File: config.mk
export PLATFORM = sky130hd
export DESIGN_NAME = decode_stage
export DESIGN_NICKNAME = d
export VERILOG_FILES = /design/src/rtl/decode_pkg.sv /design/src/rtl/decode_skid_buf.sv /design/src/rtl/decode_stage.sv
export SDC_FILE = /design/constraint.sdc
export NUM_CORES = 1
export LEC_CHECK = 0
export ABC_AREA = 1
export BUFFER_PORTS_ARGS = -buffer_cell sky130_fd_sc_hd__buf_2
export CORE_MARGIN = 1.5
export CORE_UTILIZATION = 28
export DETAILED_ROUTE_END_ITERATION = 12
export PLACE_DENSITY = 0.57
export SLEW_MARGIN = 40
export SYNTH_ARGS = -nofsm -noshare
export SYNTH_HDL_FRONTEND = slang
export SYNTH_SLANG_ARGS = --single-unit
File: constraint.sdc
create_clock -name clk -period 3 [get_ports clk]
set_input_delay 0.15 -clock clk [delete_from_list [all_inputs] [get_ports clk]]
set_output_delay 0.15 -clock clk [all_outputs]
set_load 0.1 [all_outputs]
File: src/rtl/decode_pkg.sv
// decode_pkg: format/opcode constants and immediate extension shared by the decode stage
//   FMT_*      : 2-bit format codes driven on out_fmt
//   OP_J*/R_LIM: opcode classification constants
//   ext_imm    : sign/zero-extend the low imm_w bits of raw to 64 bits
package decode_pkg;
    localparam logic [1:0] FMT_R = 2'd0;
    localparam logic [1:0] FMT_I = 2'd1;
    localparam logic [1:0] FMT_J = 2'd2;
    localparam int unsigned OP_J0 = 12;
    localparam int unsigned OP_J1 = 13;
    localparam int unsigned OP_J2 = 14;
    localparam int unsigned R_LIM = 9;

    // Left-align the field so its sign bit lands in bit 63, then shift back.
    function automatic logic [63:0] ext_imm(input logic [63:0] raw, input int imm_w, input logic sext);
        logic [63:0] v;
        logic signed [63:0] s;
        v = raw << (64 - imm_w);
        s = $signed(v);
        s = s >>> (64 - imm_w);
        return sext ? s : v >> (64 - imm_w);
    endfunction
endpackage

File: src/rtl/decode_skid_buf.sv
// decode_skid_buf: 2-entry valid/ready FIFO of W-bit records with synchronous flush
//   i_valid/o_ready/i_data : upstream handshake (o_ready independent of i_ready)
//   o_valid/i_ready/o_data : downstream handshake, o_data is the head entry
//   i_flush                : empty the buffer at the next edge, blocks enqueue
module decode_skid_buf #(
    parameter int W = 8
) (
    input  logic         clk,
    input  logic         rst,
    input  logic         i_flush,
    input  logic         i_valid,
    output logic         o_ready,
    input  logic [W-1:0] i_data,
    output logic         o_valid,
    input  logic         i_ready,
    output logic [W-1:0] o_data
);
    logic [W-1:0] r_mem [2];
    logic         r_wp;
    logic         r_rp;
    logic [1:0]   r_cnt;
    logic         w_enq;
    logic         w_deq;

    assign o_ready = (r_cnt != 2'd2) && !i_flush;
    assign o_valid = (r_cnt != 2'd0);
    assign o_data  = r_mem[r_rp];
    assign w_enq   = i_valid && o_ready;
    assign w_deq   = o_valid && i_ready;

    always_ff @(posedge clk or posedge rst) begin
        if (rst) begin
            r_mem[0] <= '0;
            r_mem[1] <= '0;
            r_wp     <= 1'b0;
            r_rp     <= 1'b0;
            r_cnt    <= 2'd0;
        end else if (i_flush) begin
            r_wp     <= 1'b0;
            r_rp     <= 1'b0;
            r_cnt    <= 2'd0;
        end else begin
            if (w_enq) begin
                r_mem[r_wp] <= i_data;
                r_wp        <= ~r_wp;
            end
            if (w_deq)
                r_rp <= ~r_rp;
            r_cnt <= r_cnt + 2'(w_enq) - 2'(w_deq);
        end
    end
endmodule

File: src/rtl/decode_stage.sv
// decode_stage: registered instruction decode with 2-entry buffering, flush and dequeue counter
//   in_valid/in_ready/in_instr : raw instruction handshake
//   flush                      : discard buffered and incoming words
//   out_valid/out_ready/out_*  : decoded head entry handshake
//   decode_count               : saturating count of dequeued entries
module decode_stage
    import decode_pkg::*;
#(
    parameter int OPC_W    = 4,
    parameter int REG_W    = 3,
    parameter int IMM_W    = 6,
    parameter int ADDR_W   = 8,
    parameter int INSTR_W  = 16,
    parameter int DATA_W   = 8,
    parameter int IMM_SEXT = 1,
    parameter int CNT_W    = 16
) (
    input  logic               clk,
    input  logic               rst,
    input  logic               in_valid,
    output logic               in_ready,
    input  logic [INSTR_W-1:0] in_instr,
    input  logic               flush,
    output logic               out_valid,
    input  logic               out_ready,
    output logic [OPC_W-1:0]   out_opcode,
    output logic [1:0]         out_fmt,
    output logic [REG_W-1:0]   out_rs1,
    output logic [REG_W-1:0]   out_rs2,
    output logic [REG_W-1:0]   out_rd,
    output logic [DATA_W-1:0]  out_imm,
    output logic [ADDR_W-1:0]  out_jmp_addr,
    output logic [CNT_W-1:0]   decode_count
);
    localparam int T     = INSTR_W - 1;
    localparam int REC_W = OPC_W + 2 + 3 * REG_W + DATA_W + ADDR_W;

    if (INSTR_W < OPC_W + 3 * REG_W || INSTR_W < OPC_W + 2 * REG_W + IMM_W ||
        INSTR_W < OPC_W + ADDR_W || DATA_W < IMM_W || DATA_W > 64 || IMM_W < 1) begin : g_bad_params
        $fatal(1, "decode_stage: illegal parameter combination");
    end

    logic [OPC_W-1:0]  w_op;
    logic              w_is_j;
    logic              w_is_r;
    logic [REG_W-1:0]  w_f1;
    logic [REG_W-1:0]  w_f2;
    logic [REG_W-1:0]  w_f3;
    logic [1:0]        w_fmt;
    logic [REG_W-1:0]  w_rs1;
    logic [REG_W-1:0]  w_rs2;
    logic [REG_W-1:0]  w_rd;
    logic [DATA_W-1:0] w_imm;
    logic [ADDR_W-1:0] w_jmp;
    logic [REC_W-1:0]  w_in_rec;
    logic [REC_W-1:0]  w_out_rec;
    logic              w_deq;
    logic [CNT_W-1:0]  r_cnt;

    assign w_op   = in_instr[T -: OPC_W];
    assign w_f1   = in_instr[T-OPC_W -: REG_W];
    assign w_f2   = in_instr[T-OPC_W-REG_W -: REG_W];
    assign w_f3   = in_instr[T-OPC_W-2*REG_W -: REG_W];
    assign w_is_j = 32'(w_op) == OP_J0 || 32'(w_op) == OP_J1 || 32'(w_op) == OP_J2;
    // Jump opcodes are never <= R_LIM, so the R test needs no J exclusion.
    assign w_is_r = !w_op[0] && 32'(w_op) <= R_LIM;
    assign w_fmt  = w_is_j ? FMT_J : (w_is_r ? FMT_R : FMT_I);
    assign w_rs1  = w_is_j ? '0 : w_f1;
    assign w_rs2  = w_is_r ? w_f2 : '0;
    assign w_rd   = w_is_r ? w_f3 : (w_is_j ? '0 : w_f2);
    assign w_imm  = (w_is_r || w_is_j) ? '0 : DATA_W'(ext_imm(64'(in_instr[IMM_W-1:0]), IMM_W, IMM_SEXT != 0));
    assign w_jmp  = w_is_j ? in_instr[T-OPC_W -: ADDR_W] : '0;

    assign w_in_rec = {w_op, w_fmt, w_rs1, w_rs2, w_rd, w_imm, w_jmp};
    assign {out_opcode, out_fmt, out_rs1, out_rs2, out_rd, out_imm, out_jmp_addr} = w_out_rec;

    decode_skid_buf #(.W(REC_W)) u_buf (
        .clk     (clk),
        .rst     (rst),
        .i_flush (flush),
        .i_valid (in_valid),
        .o_ready (in_ready),
        .i_data  (w_in_rec),
        .o_valid (out_valid),
        .i_ready (out_ready),
        .o_data  (w_out_rec)
    );

    assign w_deq = out_valid && out_ready;

    always_ff @(posedge clk or posedge rst) begin
        if (rst)
            r_cnt <= '0;
        else if (w_deq && r_cnt != '1)
            r_cnt <= r_cnt + 1'b1;
    end

    assign decode_count = r_cnt;
endmodule

==> reports/qor.txt, run 1 <==
==================================================================================================
Number of buffers inserted during clock tree synthesis ..............................            9
Area of all placed cells without fillers ............................................  0.00466 mm²
Via count of the first global-routing pass ..........................................         3254
Fraction of the core area covered by cells at the end of the flow ...................        0.347
Slew at the pin closest to its max-slew limit .......................................     0.635 ns
Final critical-path required period .................................................      2.25 ns
Gate count of the mapped netlist ....................................................          516
FF-to-FF setup slack ................................................................      0.88 ns
Most frequent cells in the layout ................................................... 220 x sky130_fd_sc_hd__nand2_1, 78 x sky130_fd_sc_hd__dfrtp_1, 69 x sky130_fd_sc_hd__buf_2
Number of filler instances in the final layout ......................................         1426
Initial antenna violation count .....................................................            0
Total of max-cap violations .........................................................            0
Wire length of the first global-routing pass ........................................     16000 µm
Average wire per standard cell ......................................................      12.9 µm
Reg2Reg Depth .......................................................................            8
Initial Util ........................................................................        0.289
Clock tree from TritonCTS ...........................................................          yes
Final global-route overflow total ...................................................            0
Via density per instance ............................................................         4.53
ANT nets after route ................................................................            0
Category of the worst setup path launch point .......................................    flip-flop
Most area-hungry cell type in the Yosys netlist ..................................... sky130_fd_sc_hd__dfrtp_1
End of the worst register-to-register path .......................................... decode_count[8]$_DFFE_PP0P_
Total half-perimeter wirelength after legalization and detailed placement ...........      6800 µm
Total DRC errors in the routed layout ...............................................            0
Relative slew margins ...............................................................        0.575
Worst Hold Class .................................................................... input port to flip-flop
Non-filler cells in the finished layout .............................................          761
Final worst hold slack ..............................................................    0.0498 ns
P_leak ..............................................................................      2.44 nW
Number of optimization iterations in the first detailed-route pass ..................            5
Area growth syn-to-layout ...........................................................        20.1%
Core Region .........................................................................   0.0134 mm²
Final Setup Violations ..............................................................            0
Sum Neg Setup Slack .................................................................         0 ns
Required time at the worst-slack endpoint ...........................................      2.85 ns
Total routing resource utilization after global routing .............................        0.140
Number of cells after detailed placement ............................................          744
CTS root buf ........................................................................ sky130_fd_sc_hd__clkbuf_16
Height of the die ...................................................................       121 µm
Footprint of the multi-input gates ..................................................  0.00159 mm²
Critical Path Sink ..................................................................   out_imm[2]
Largest fanout on the critical path .................................................           45
Source of the critical timing path .................................................. u_buf.r_rp$_DFFE_PP0P_
Fmax ................................................................................    0.444 GHz
Reg-to-Reg Start .................................................................... decode_count[0]$_DFFE_PP0P_
Largest vdd supply drop .............................................................   0.000665 V
Post-CTS sizing .....................................................................            0
Count of unique library cells instantiated by Yosys .................................           26
Yosys top cell area share ...........................................................        0.504
Final-report hold violation count ...................................................            0
Count of buffers from port buffering ................................................           69
Placement-stage worst setup slack ...................................................     0.918 ns
Total wirelength of the detailed-routed design ......................................      9830 µm
Width of the die ....................................................................       121 µm
Maximum level of the CTS H-tree .....................................................            3
Max clock buf depth .................................................................            2
Ant. Diodes .........................................................................            0
Number of nets in the finished design ...............................................          604
Final critical-path share of the clock period .......................................        0.751
Total design power ..................................................................      5.37 mW
Sequential area share after synthesis ...............................................        0.504
Routability congestion estimate .....................................................        0.798
Synth area leaders .................................................................. sky130_fd_sc_hd__dfrtp_1 50%, sky130_fd_sc_hd__nand2_1 21%, sky130_fd_sc_hd__o21ai_0 6.7%
Number of top-level design ports ....................................................           70
Setup repair after global routing missed its margin .................................           no
Count of routing violations after the opening detailed-route iteration ..............          237
Number of synthesized register bits .................................................           78
PD cells ............................................................................  1150 mW/mm²
Synth Cell Area .....................................................................  0.00387 mm²
Largest net degree at the start of global routing ...................................           46
Crit path arrival time ..............................................................      2.10 ns
Post-Syn Nets .......................................................................          540
Total number of vias ................................................................         3450
Layout Skew .........................................................................   0.00536 ns
Std-Cell Rows .......................................................................           42
Share of post-route cells with drive strength above 1 ...............................        0.173
Result of the run ................................................................... complete, no violations
Critical path type .................................................................. flip-flop to primary output
Type of destination of the critical path ............................................ primary output
Clock sink total ....................................................................           78
Reg area ............................................................................  0.00195 mm²
Source-to-sink clock delay at the later pin of the worst-skew pair ..................      0.33 ns
Number of pins with negative max-slew slack in the final report .....................            0
Cell area after placement ...........................................................  0.00436 mm²
Syn_area_per_cell ...................................................................     7.51 µm²
Clock transition time at the flip-flop clock pins of the worst setup and hold paths .      0.06 ns
Count of yosys warnings during synthesis ............................................            0
Commonest non-fill, non-tap cell in the layout ...................................... sky130_fd_sc_hd__nand2_1
Buffers inserted during post-CTS setup optimization .................................            0
Final WS setup ......................................................................     0.746 ns
Overall die area ....................................................................   0.0146 mm²
Cts hold-fix bufs ...................................................................            1
==================================================================================================
## where the power goes
part | switching, mW | total (mW) | internal, mW
sequential | 0.201 | 1.59 | 1.38
clock | 0.420 | 1.05 | 0.626
combinational | 2.30 | 2.74 | 0.435
## worst min-delay path by stage
stage	end	cells past startpoint	from
global placement	u_buf.r_mem[59]$_DFFE_PP0P_	2	rst
global route	u_buf.r_cnt[0]$_DFF_PP0_	2	flush
detailed placement	u_buf.r_mem[59]$_DFFE_PP0P_	2	rst
CTS	u_buf.r_cnt[0]$_DFF_PP0_	2	flush
floorplan	u_buf.r_cnt[0]$_DFF_PP0_	1	flush
finish	u_buf.r_cnt[0]$_DFF_PP0_	2	flush
## final cells by class
type / count / area share
flip-flops and latches: 78 / 0.419
multi-input cells: 362 / 0.342
repair buffers: 77 / 0.0876
clock buffers: 13 / 0.0580
well taps: 176 / 0.0473
inverters: 52 / 0.0422
clock inverters: 3 / 0.00376
## routing by layer
metal / global-route usage / vias up / share of wire
met2: 0.221 / 83 / 0.45
met1: 0.181 / 1640 / 0.47
met4: 0.0551 / 0 / 0.018
met5: 0 / - / 0
li1: - / 1714 / -
met3: 0.0420 / 13 / 0.055
## registers in the layout (all words and copies together) (netlist names)
register,cells
decode_count,16
u_buf.r_cnt,2
u_buf.r_mem,58
u_buf.r_wp,1
u_buf.r_rp,1
## cell families after synthesis
family	Yosys count	synth area share
flip-flops	78	0.504
buffers and inverters	76	0.0856
XOR/XNOR	10	0.0226
AND/OR/NAND/NOR	279	0.284
adder cells (fa/ha/maj)	3	0.00969
AO/OA/AOI/OAI	70	0.0949
## cell usage after synthesis
master                     number
sky130_fd_sc_hd__o21ai_0       52
sky130_fd_sc_hd__nand2_2        1
sky130_fd_sc_hd__dfrtp_1       78
sky130_fd_sc_hd__inv_1         48
sky130_fd_sc_hd__xor2_1         9
sky130_fd_sc_hd__xnor2_1        1
sky130_fd_sc_hd__a21oi_1        1
sky130_fd_sc_hd__clkbuf_1       8
sky130_fd_sc_hd__clkinv_1       1
sky130_fd_sc_hd__nand3_2        1
sky130_fd_sc_hd__o21a_1         1
sky130_fd_sc_hd__nand3_1       18
sky130_fd_sc_hd__nor2_1        33
sky130_fd_sc_hd__buf_2         10
sky130_fd_sc_hd__o21ai_1       12
sky130_fd_sc_hd__buf_4          3
sky130_fd_sc_hd__nand2_1      220
sky130_fd_sc_hd__or2_2          1
sky130_fd_sc_hd__inv_2          3
sky130_fd_sc_hd__nor2_4         1
sky130_fd_sc_hd__nor2_2         1
sky130_fd_sc_hd__nand4_1        3
sky130_fd_sc_hd__ha_1           3
sky130_fd_sc_hd__a21oi_4        1
sky130_fd_sc_hd__o22ai_1        3
sky130_fd_sc_hd__buf_6          3
## critical path, cell delays in order, from the launching register on
cell,delay (ns)
sky130_fd_sc_hd__dfrtp_1,0.44
sky130_fd_sc_hd__buf_4,0.42
sky130_fd_sc_hd__clkinv_1,0.39
sky130_fd_sc_hd__nand2_1,0.15
sky130_fd_sc_hd__nand2_1,0.06
sky130_fd_sc_hd__buf_2,0.29
No activity file was read; power rests on OpenSTA's default activity.
==> run 2: changes to the inputs <==
Clock period 3 ns to 2.1 ns, I/O delays scaled along.
==> reports/qor.txt, run 2 (synthesis results as in run 1) <==
==================================================================================================
Largest Register ....................................................................  u_buf.r_mem
Total routing resource utilization after global routing .............................        0.138
Clock sink total ....................................................................           78
Placement-stage worst setup slack ...................................................     0.251 ns
Via count of the first global-routing pass ..........................................         3288
Routability congestion estimate .....................................................        0.839
Reg-to-Reg Start .................................................................... decode_count[1]$_DFFE_PP0P_
Count of routing violations after the opening detailed-route iteration ..............          224
PD cells ............................................................................  1680 mW/mm²
Initial antenna violation count .....................................................            0
Total half-perimeter wirelength after legalization and detailed placement ...........      6690 µm
Slew at the pin closest to its max-slew limit .......................................     0.657 ns
Worst Hold Class .................................................................... input port to flip-flop
Final-report hold violation count ...................................................            0
Number of optimization iterations in the first detailed-route pass ..................            4
Worst stage delay on the critical path ..............................................      0.40 ns
Total wirelength of the detailed-routed design ......................................      9560 µm
Height of the die ...................................................................       121 µm
Total design power ..................................................................      8.41 mW
Layout Skew .........................................................................   0.00539 ns
Share of post-route cells with drive strength above 1 ...............................        0.175
Final WS setup ......................................................................     0.253 ns
Number of filler instances in the final layout ......................................         1398
Maximum level of the CTS H-tree .....................................................            3
End of the worst register-to-register path .......................................... decode_count[11]$_DFFE_PP0P_
Clock tree from TritonCTS ...........................................................          yes
Number of pins with negative max-slew slack in the final report .....................            0
Core Region .........................................................................   0.0134 mm²
Clock transition time at the flip-flop clock pins of the worst setup and hold paths .      0.06 ns
ANT nets after route ................................................................            0
Final global-route overflow total ...................................................            0
Category of the worst setup path launch point .......................................    flip-flop
Area of all placed cells without fillers ............................................  0.00501 mm²
Final worst hold slack ..............................................................   0.00682 ns
FF-to-FF setup slack ................................................................      0.25 ns
Total number of vias ................................................................         3424
Total DRC errors in the routed layout ...............................................            0
Critical path buffers and inverters .................................................            0
Sum Neg Setup Slack .................................................................         0 ns
Number of cells traversed by the worst hold path ....................................            2
Reg2Reg Depth .......................................................................            8
Source-to-sink clock delay at the later pin of the worst-skew pair ..................      0.33 ns
Number of nets in the finished design ...............................................          606
Number of top-level design ports ....................................................           70
Crit path arrival time ..............................................................      2.04 ns
Largest vdd supply drop .............................................................    0.00105 V
Cell breakdown of the critical path ................................................. ha_1 > nand2_1 > nor2_1 > nand3_1 > nand2_1 > nand2_1 > nand2_1 > o21ai_1
Number of flip-flops under the largest register name ................................           58
Cell area after placement ...........................................................  0.00467 mm²
Result of the run ................................................................... complete, no violations
CTS root buf ........................................................................ sky130_fd_sc_hd__clkbuf_16
Setup repair after global routing missed its margin .................................           no
Non-filler cells in the finished layout .............................................          763
Count of buffers from port buffering ................................................           69
Min-Delay Endpoint .................................................................. u_buf.r_cnt[0]$_DFF_PP0_
Critical-path top delay cell ........................................................ sky130_fd_sc_hd__dfrtp_1
Wire length of the first global-routing pass ........................................     16000 µm
Total of max-cap violations .........................................................            0
Largest fanout on the critical path .................................................           20
Footprint of the multi-input gates ..................................................  0.00159 mm²
HP Start ............................................................................        flush
Area growth syn-to-layout ...........................................................        29.3%
Fraction of the core area covered by cells at the end of the flow ...................        0.374
Most frequent cells in the layout ................................................... 220 x sky130_fd_sc_hd__nand2_1, 78 x sky130_fd_sc_hd__dfrtp_1, 50 x sky130_fd_sc_hd__buf_2
CP most frequent cell ............................................................... sky130_fd_sc_hd__nand2_1
Number of buffers inserted during clock tree synthesis ..............................            9
Buffers inserted during post-CTS setup optimization .................................            0
Width of the die ....................................................................       121 µm
Relative slew margins ...............................................................        0.561
Largest delay contributor family on the critical path ............................... simple AND/OR/NAND/NOR gates
Commonest non-fill, non-tap cell in the layout ...................................... sky130_fd_sc_hd__nand2_1
Largest net degree at the start of global routing ...................................           39
Final critical-path share of the clock period .......................................        0.880
P_leak ..............................................................................      2.55 nW
Required time at the worst-slack endpoint ...........................................      2.29 ns
Initial Util ........................................................................        0.289
Std-Cell Rows .......................................................................           42
Ant. Diodes .........................................................................            0
Critical path type .................................................................. flip-flop to flip-flop
Fmax ................................................................................    0.541 GHz
Average wire per standard cell ......................................................      12.5 µm
Via density per instance ............................................................         4.49
Reg area ............................................................................  0.00195 mm²
Overall die area ....................................................................   0.0146 mm²
Number of cells after detailed placement ............................................          746
Type of destination of the critical path ............................................    flip-flop
Final critical-path required period .................................................      1.85 ns
Final Setup Violations ..............................................................            0
Max clock buf depth .................................................................            2
==================================================================================================
-- run 2: metal layers --
metal / vias up / part of all wire / global-route usage
li1: 1720 / - / -
met1: 1618 / 0.49 / 0.196
met2: 75 / 0.45 / 0.208
met3: 11 / 0.039 / 0.0212
met4: 0 / 0.017 / 0.0603
met5: - / 0 / 0
-- run 2: cell type report --
cell class / instances / area share
Clock buffer: 11 / 0.0485
Tap cell: 176 / 0.0440
Inverter: 52 / 0.0397
Clock inverter: 5 / 0.0165
Multi-Input combinational cell: 362 / 0.318
Sequential cell: 78 / 0.390
Timing Repair Buffer: 79 / 0.144
-- run 2: worst max-delay path by stage --
stage	from	to	slack, ns	cells past startpoint
floorplan	u_buf.r_rp$_DFFE_PP0P_	out_fmt[0]	-0.06	3
global placement	decode_count[0]$_DFFE_PP0P_	decode_count[7]$_DFFE_PP0P_	0.34	8
detailed placement	decode_count[0]$_DFFE_PP0P_	decode_count[7]$_DFFE_PP0P_	0.25	8
CTS	decode_count[0]$_DFFE_PP0P_	decode_count[11]$_DFFE_PP0P_	0.25	8
global route	decode_count[0]$_DFFE_PP0P_	decode_count[11]$_DFFE_PP0P_	0.02	8
finish	decode_count[1]$_DFFE_PP0P_	decode_count[11]$_DFFE_PP0P_	0.25	8
-- run 2: what timing repair did --
| action | in CTS | in global routing |
|---|---|---|
| hold buffers | 1 | 0 |
| gates resized for setup | 0 | 0 |
| endpoints found under the setup margin | 0 | 0 |
| hold endpoints to repair | 26 | 0 |
-- run 2: report_power, final --
part / total (mW) / internal (mW) / switching (mW)
Clock: 1.69 / 1.08 / 0.616
Combinational: 4.48 / 1.07 / 3.40
Sequential: 2.25 / 1.98 / 0.269
